File: src/rtl/nonce_dispatch.sv
// nonce_dispatch: splits a nonce job across NUM_CORES hashing cores, tracks
// completion, and funnels golden nonces through per-core holds, a round-robin
// arbiter and a result FIFO onto a valid/ready stream.
module nonce_dispatch #(
   parameter int unsigned NUM_CORES  = 4,
   parameter int unsigned CORE_IDX_W = 2,
   parameter int unsigned FIFO_DEPTH = 8,
   parameter int unsigned CNT_W      = 4
) (
   input  logic                    hash_clk,
   input  logic                    reset_n,
   input  logic                    new_work,
   input  logic [31:0]             nonce_min,
   input  logic [31:0]             nonce_max,
   output logic [NUM_CORES-1:0]    core_start,
   output logic [32*NUM_CORES-1:0] core_nonce_min,
   output logic [32*NUM_CORES-1:0] core_nonce_max,
   input  logic [NUM_CORES-1:0]    core_done,
   input  logic [NUM_CORES-1:0]    core_ticket,
   input  logic [32*NUM_CORES-1:0] core_nonce,
   output logic                    out_valid,
   input  logic                    out_ready,
   output logic [31:0]             out_nonce,
   output logic [CORE_IDX_W-1:0]   out_core,
   output logic                    job_busy,
   output logic                    job_done,
   output logic                    job_error,
   output logic                    overflow,
   output logic [CNT_W-1:0]        fifo_count
);

   localparam int unsigned AW = $clog2(FIFO_DEPTH);

   typedef enum logic [2:0] {IDLE, SPLIT, START, RUN, DONE} state_t;

   state_t                  state;
   logic [31:0]             lat_min;
   logic [31:0]             lat_max;
   logic [NUM_CORES-1:0]    active;

   logic [32:0]             span;
   logic [32:0]             chunk;
   logic [32:0]             offs;
   logic                    range_err;
   logic [32*NUM_CORES-1:0] split_min;
   logic [32*NUM_CORES-1:0] split_max;
   logic [NUM_CORES-1:0]    split_mask;

   logic [NUM_CORES-1:0]    hold_valid;
   logic [31:0]             hold_nonce [NUM_CORES];
   logic [CORE_IDX_W-1:0]   rr_ptr;
   logic [CORE_IDX_W-1:0]   grant;
   logic [CORE_IDX_W-1:0]   cand;
   logic                    grant_vld;
   logic                    cap_en;

   logic [31:0]             fifo_nonce [FIFO_DEPTH];
   logic [CORE_IDX_W-1:0]   fifo_core  [FIFO_DEPTH];
   logic [AW-1:0]           wr_ptr;
   logic [AW-1:0]           rd_ptr;
   logic                    fifo_full;
   logic                    push;
   logic                    pop;

   // Per-core range split from the bounds latched at new_work
   always_comb begin
      span       = {1'b0, lat_max} - {1'b0, lat_min} + 33'd1;
      chunk      = span >> CORE_IDX_W;
      range_err  = (lat_max < lat_min);
      offs       = '0;
      split_min  = '0;
      split_max  = '0;
      split_mask = '0;
      if (!range_err) begin
         if (chunk == '0) begin
            split_mask[0]    = 1'b1;
            split_min[31:0]  = lat_min;
            split_max[31:0]  = lat_max;
         end else begin
            split_mask = '1;
            for (int unsigned i = 0; i < NUM_CORES; i++) begin
               offs = chunk * 33'(i);
               split_min[32*i +: 32] = lat_min + offs[31:0];
               split_max[32*i +: 32] = lat_min + offs[31:0] + chunk[31:0] - 32'd1;
            end
            // remainder lands on the last core
            split_max[32*(NUM_CORES-1) +: 32] = lat_max;
         end
      end
   end

   // Job FSM; new_work restarts from SPLIT in any state (also the abort path)
   always_ff @(posedge hash_clk or negedge reset_n) begin
      if (!reset_n) begin
         state          <= IDLE;
         lat_min        <= '0;
         lat_max        <= '0;
         active         <= '0;
         core_start     <= '0;
         core_nonce_min <= '0;
         core_nonce_max <= '0;
         job_done       <= 1'b0;
         job_error      <= 1'b0;
      end else if (new_work) begin
         state      <= SPLIT;
         lat_min    <= nonce_min;
         lat_max    <= nonce_max;
         core_start <= '0;
         job_done   <= 1'b0;
         job_error  <= 1'b0;
      end else begin
         core_start <= '0;
         job_done   <= 1'b0;
         case (state)
            SPLIT: begin
               core_nonce_min <= split_min;
               core_nonce_max <= split_max;
               active         <= split_mask;
               if (range_err) begin
                  job_error <= 1'b1;
                  job_done  <= 1'b1;
                  state     <= DONE;
               end else begin
                  core_start <= split_mask;
                  state      <= START;
               end
            end
            START: state <= RUN;
            RUN: begin
               if (&(core_done | ~active)) begin
                  job_done <= 1'b1;
                  state    <= DONE;
               end
            end
            DONE:    state <= IDLE;
            default: state <= IDLE;
         endcase
      end
   end

   assign job_busy = (state == SPLIT) || (state == START) || (state == RUN);

   assign cap_en    = !new_work && (state != SPLIT);
   assign fifo_full = (fifo_count == CNT_W'(FIFO_DEPTH));
   assign out_valid = (fifo_count != '0);
   assign pop       = out_valid && out_ready;
   assign push      = grant_vld && !new_work && (!fifo_full || pop);
   assign out_nonce = out_valid ? fifo_nonce[rd_ptr] : '0;
   assign out_core  = out_valid ? fifo_core[rd_ptr] : '0;

   // Round-robin pick among valid holds, searching from rr_ptr upward
   always_comb begin
      grant_vld = 1'b0;
      grant     = '0;
      cand      = '0;
      for (int unsigned k = 0; k < NUM_CORES; k++) begin
         cand = rr_ptr + CORE_IDX_W'(k);
         if (!grant_vld && hold_valid[cand]) begin
            grant_vld = 1'b1;
            grant     = cand;
         end
      end
   end

   // Ticket holding registers, arbiter pointer and overflow flag
   always_ff @(posedge hash_clk or negedge reset_n) begin
      if (!reset_n) begin
         hold_valid <= '0;
         rr_ptr     <= '0;
         overflow   <= 1'b0;
         for (int unsigned i = 0; i < NUM_CORES; i++) hold_nonce[i] <= '0;
      end else if (new_work) begin
         hold_valid <= '0;
         overflow   <= 1'b0;
      end else begin
         if (push)
            rr_ptr <= (grant == CORE_IDX_W'(NUM_CORES - 1)) ? '0 : grant + 1'b1;
         for (int unsigned i = 0; i < NUM_CORES; i++) begin
            // a hold drained this edge may reload from a same-edge ticket
            if (cap_en && core_ticket[i]) begin
               if (!hold_valid[i] || (push && grant == CORE_IDX_W'(i))) begin
                  hold_valid[i] <= 1'b1;
                  hold_nonce[i] <= core_nonce[32*i +: 32];
               end else begin
                  overflow <= 1'b1;
               end
            end else if (push && grant == CORE_IDX_W'(i)) begin
               hold_valid[i] <= 1'b0;
            end
         end
      end
   end

   // FIFO storage write
   always_ff @(posedge hash_clk) begin
      if (push) begin
         fifo_nonce[wr_ptr] <= hold_nonce[grant];
         fifo_core[wr_ptr]  <= grant;
      end
   end

   // FIFO pointers and occupancy
   always_ff @(posedge hash_clk or negedge reset_n) begin
      if (!reset_n) begin
         wr_ptr     <= '0;
         rd_ptr     <= '0;
         fifo_count <= '0;
      end else if (new_work) begin
         wr_ptr     <= '0;
         rd_ptr     <= '0;
         fifo_count <= '0;
      end else begin
         if (push) wr_ptr <= wr_ptr + 1'b1;
         if (pop)  rd_ptr <= rd_ptr + 1'b1;
         if (push && !pop)
            fifo_count <= fifo_count + 1'b1;
         else if (!push && pop)
            fifo_count <= fifo_count - 1'b1;
      end
   end

endmodule
File: config.mk
export PLATFORM = sky130hd
export DESIGN_NAME = nonce_dispatch
export DESIGN_NICKNAME = d
export VERILOG_FILES = /design/src/rtl/nonce_dispatch.sv
export SDC_FILE = /design/constraint.sdc
export NUM_CORES = 1
export LEC_CHECK = 0
export ABC_AREA = 1
export BUFFER_PORTS_ARGS = -buffer_cell sky130_fd_sc_hd__buf_2
export CAP_MARGIN = 20
export CORE_AREA = 4 4 277 279
export DETAILED_ROUTE_END_ITERATION = 6
export DIE_AREA = 0 0 281 283
export GPL_TIMING_DRIVEN = 0
export PLACE_DENSITY_LB_ADDON = 0.3
export SYNTH_ARGS = -nofsm -noshare
export SYNTH_HDL_FRONTEND = slang
export SYNTH_SLANG_ARGS = --single-unit
File: constraint.sdc
create_clock -name hash_clk -period 8.07 [get_ports hash_clk]
set_clock_uncertainty 0.2 [all_clocks]
set_input_delay 1.614 -clock hash_clk [delete_from_list [all_inputs] [get_ports hash_clk]]
set_output_delay 1.614 -clock hash_clk [all_outputs]
set_load 0.02 [all_outputs]
==> impl_metrics.ini <==
[run_status]
status = complete, no violations

[grt]
grt_pass1_vias = 39399
track_usage_pct = 40.5
grt_pass1_wl_um = 242000
grt-ovfl-total = 0
antenna_found_initial = 22
grt_max_degree = 121

[clock_network]
cts_tree = yes
htree_levels = 3
numCtsBuffers = 78
clk_pin_slew_ps = 60
hold_buffers = 0
clk_latency_ps = 670
ctsLongestPathBuffers = 3
clock_sinks = 745
cts-root-buf = clkbuf_16

[drt]
drt_iter0_drc = 4549
wl_um = 165000
drtPass1Iterations = 6
drc = 0
ant_nets = 0
viasPerCell = 6.01
wl_per_cell_um = 24.1
dr_total_vias = 41055

[critical_path]
crit_slowest_cell = dfrtp_2
setup.worst_path.start_class = register
required_ps = 8400
worst-setup-path-type = reg2reg
reg2reg_to = core_nonce_max[94]$_DFFE_PN0P_
cpMostUsedCell = nand2_1
r2r_slack_ps = 320
crit_start = lat_min[1]$_DFFE_PN0P_
critPathArrivalTime_ps = 8080
cp_max_fo = 5
end_kind = register
critPathMaxStageDelay_ps = 470
r2r_cells = 39
r2r_start = lat_min[1]$_DFFE_PN0P_

[placement]
placed_area_um2 = 48700
place_congestion = 1.04
pre_cts_slack_ps = -930
port_buffers = 506
post-dp-hpwl_um = 129000

[sta]
worst_slew_pin_slew_ps = 1240
fmax_mhz = 129
report.final.slew_viol_count = 0
period_needed_ps = 7750
relSlewSlack_pct = 17.1
hold_viol = 0
fin_ws_ps = 319
setup_tns_ps = 0
finalSetupViolCount = 0
fin_crit_sh_pct = 96.0

[synth]
async_reset_ff_share_pct = 63.5
synth-seq-cells = 745
yosys.cell_types.count = 57
syn_area_per_cell_um2 = 8.65
synth_top_area_cell = dfrtp_1
synth_area_leaders = dfrtp_1 27%, edfxtp_1 18%, nand2_1 9.2%
synth.most_common_cell = nand2_1
synthTopCellsByCount = 1,082 x nand2_1, 633 x o21ai_0, 573 x inv_1
synth_flop_cell = dfrtp_1
synth_nets = 5672
syn_inst = 5124
yosysWarnings = 0
syn_area_um2 = 44300
yosysTopAreaCellShare_pct = 26.7
seq_area_frac_synth_pct = 45.1
synth_edf_count = 272

[layout]
nFillCells = 5757
nNetsFinal = 6319
drive_gt1_share_pct = 16.8
stdcell_area_um2 = 51900
area_growth_pct = 17.2
fin_util_pct = 70.0

[floorplan]
die_area_um2 = 79500
die_w_um = 281
die_h_um = 283
start_util_pct = 59.7
fp-row-count = 100
fp.coreArea_um2 = 74200
io-pin-count = 507

[worst_hold_path]
hold_depth = 2
hold_end = core_nonce_min[45]$_DFFE_PN0P_
holdCritPathClass = reg2reg
hold_path.startpoint = core_nonce_min[45]$_DFFE_PN0P_

[job]
drv_cap = 0
## worst max-delay path, delay by kind of cell (launching register included)
family	cells	cell delay (ps)
simple gates	20	2680
fa+ha+maj	5	1920
compound gates	6	1120
buf+inv	6	790
flops	1	470
xor+xnor	2	430
## logic make-up (layout without fill, tap and decap cells)
| logic type | after synthesis | in the layout | synth area share, % |
|---|---|---|---|
| compound gates | 1064 | 1064 | 13.2 |
| xor+xnor | 147 | 147 | 2.94 |
| fa+ha+maj | 344 | 344 | 10.6 |
| buf+inv | 745 | 1457 | 6.62 |
| flops | 745 | 745 | 45.1 |
| mux | 128 | 128 | 3.51 |
| other cells | 0 | 24 | 0 |
| simple gates | 1951 | 1951 | 18.0 |
## cell type report
cell class,count,area [um2],share of cell area [%]
Tap cell,969,1210,2.33
Clock inverter,46,686,1.32
Sequential cell,745,20000,38.5
Antenna cell,24,60.1,0.116
Timing Repair Buffer,567,3210,6.18
Clock buffer,99,2110,4.06
Buffer,168,769,1.48
Inverter,577,2170,4.19
Multi-Input combinational cell,3634,21700,41.8
## per-layer routing
layer  track usage (%)  wire length, um  up-vias  share of wire, %
met5                 0               12        -            0.0073
met4              16.6             7660        2               4.7
met3              10.4            19700      390                12
met2              59.6            71000     2528                43
met1              57.5            66300    19687                40
li1                  -                -    18448                 -
## repair_timing
item,4_1_cts,5_1_grt
setup buffers,4,8
endpoints found under the setup margin,21,31
pin swaps,1,3
endpoints found under the hold margin,0,0
resized for setup,11,33
## layout by cell type, fill, tap and decap left out, types with 17 or more instances in the layout
master and count:
o21ai_0 628, o211ai_1 17, clkbuf_16 78, clkbuf_1 127, nand2_2 23, buf_2 539, diode_2 24, nor3_1 42
o22ai_1 36, mux2_2 98, nand2_1 1081, o32ai_1 29, inv_1 571, fa_1 52, o21bai_1 19, a21oi_1 197
dfrtp_1 471, edfxtp_1 272, xnor2_1 63, ha_1 291, buf_4 54, nand4_1 46, nand3_1 152, a31oi_1 50
a21o_1 22, xor2_1 64, mux2_4 30, nor2_1 543
## flip-flops by register name (all words and copies together) (netlist names), 2 cells and up
register	count
lat_min	32
fifo_count	4
state	3
wr_ptr	3
active	2
fifo_core	16
core_nonce_min	127
hold_valid	4
fifo_nonce	256
rr_ptr	2
rd_ptr	3
core_nonce_max	128
lat_max	32
hold_nonce	128
core_start	2
## stage by stage
step                      hold slack (ps)  instances
after floorplan                       250       5124
after global placement                262       6599
after detailed placement              260       6643
after CTS                             282       6792
after global routing                  292       6823
final                                 277       6829
## how the worst max path moves through the flow
stage	to	depth (start not counted)
floorplan	core_nonce_max[94]$_DFFE_PN0P_	38
global placement	hold_nonce[111]$_DFFE_PN0P_	1
detailed placement	core_nonce_max[95]$_DFFE_PN0P_	40
CTS	core_nonce_max[53]$_DFFE_PN0P_	34
global route	core_nonce_max[94]$_DFFE_PN0P_	39
finish	core_nonce_max[94]$_DFFE_PN0P_	39
Power is left out: the tool's default activity adds up to more than one toggle a clock period on the data nets, which glitch-free logic cannot reach.
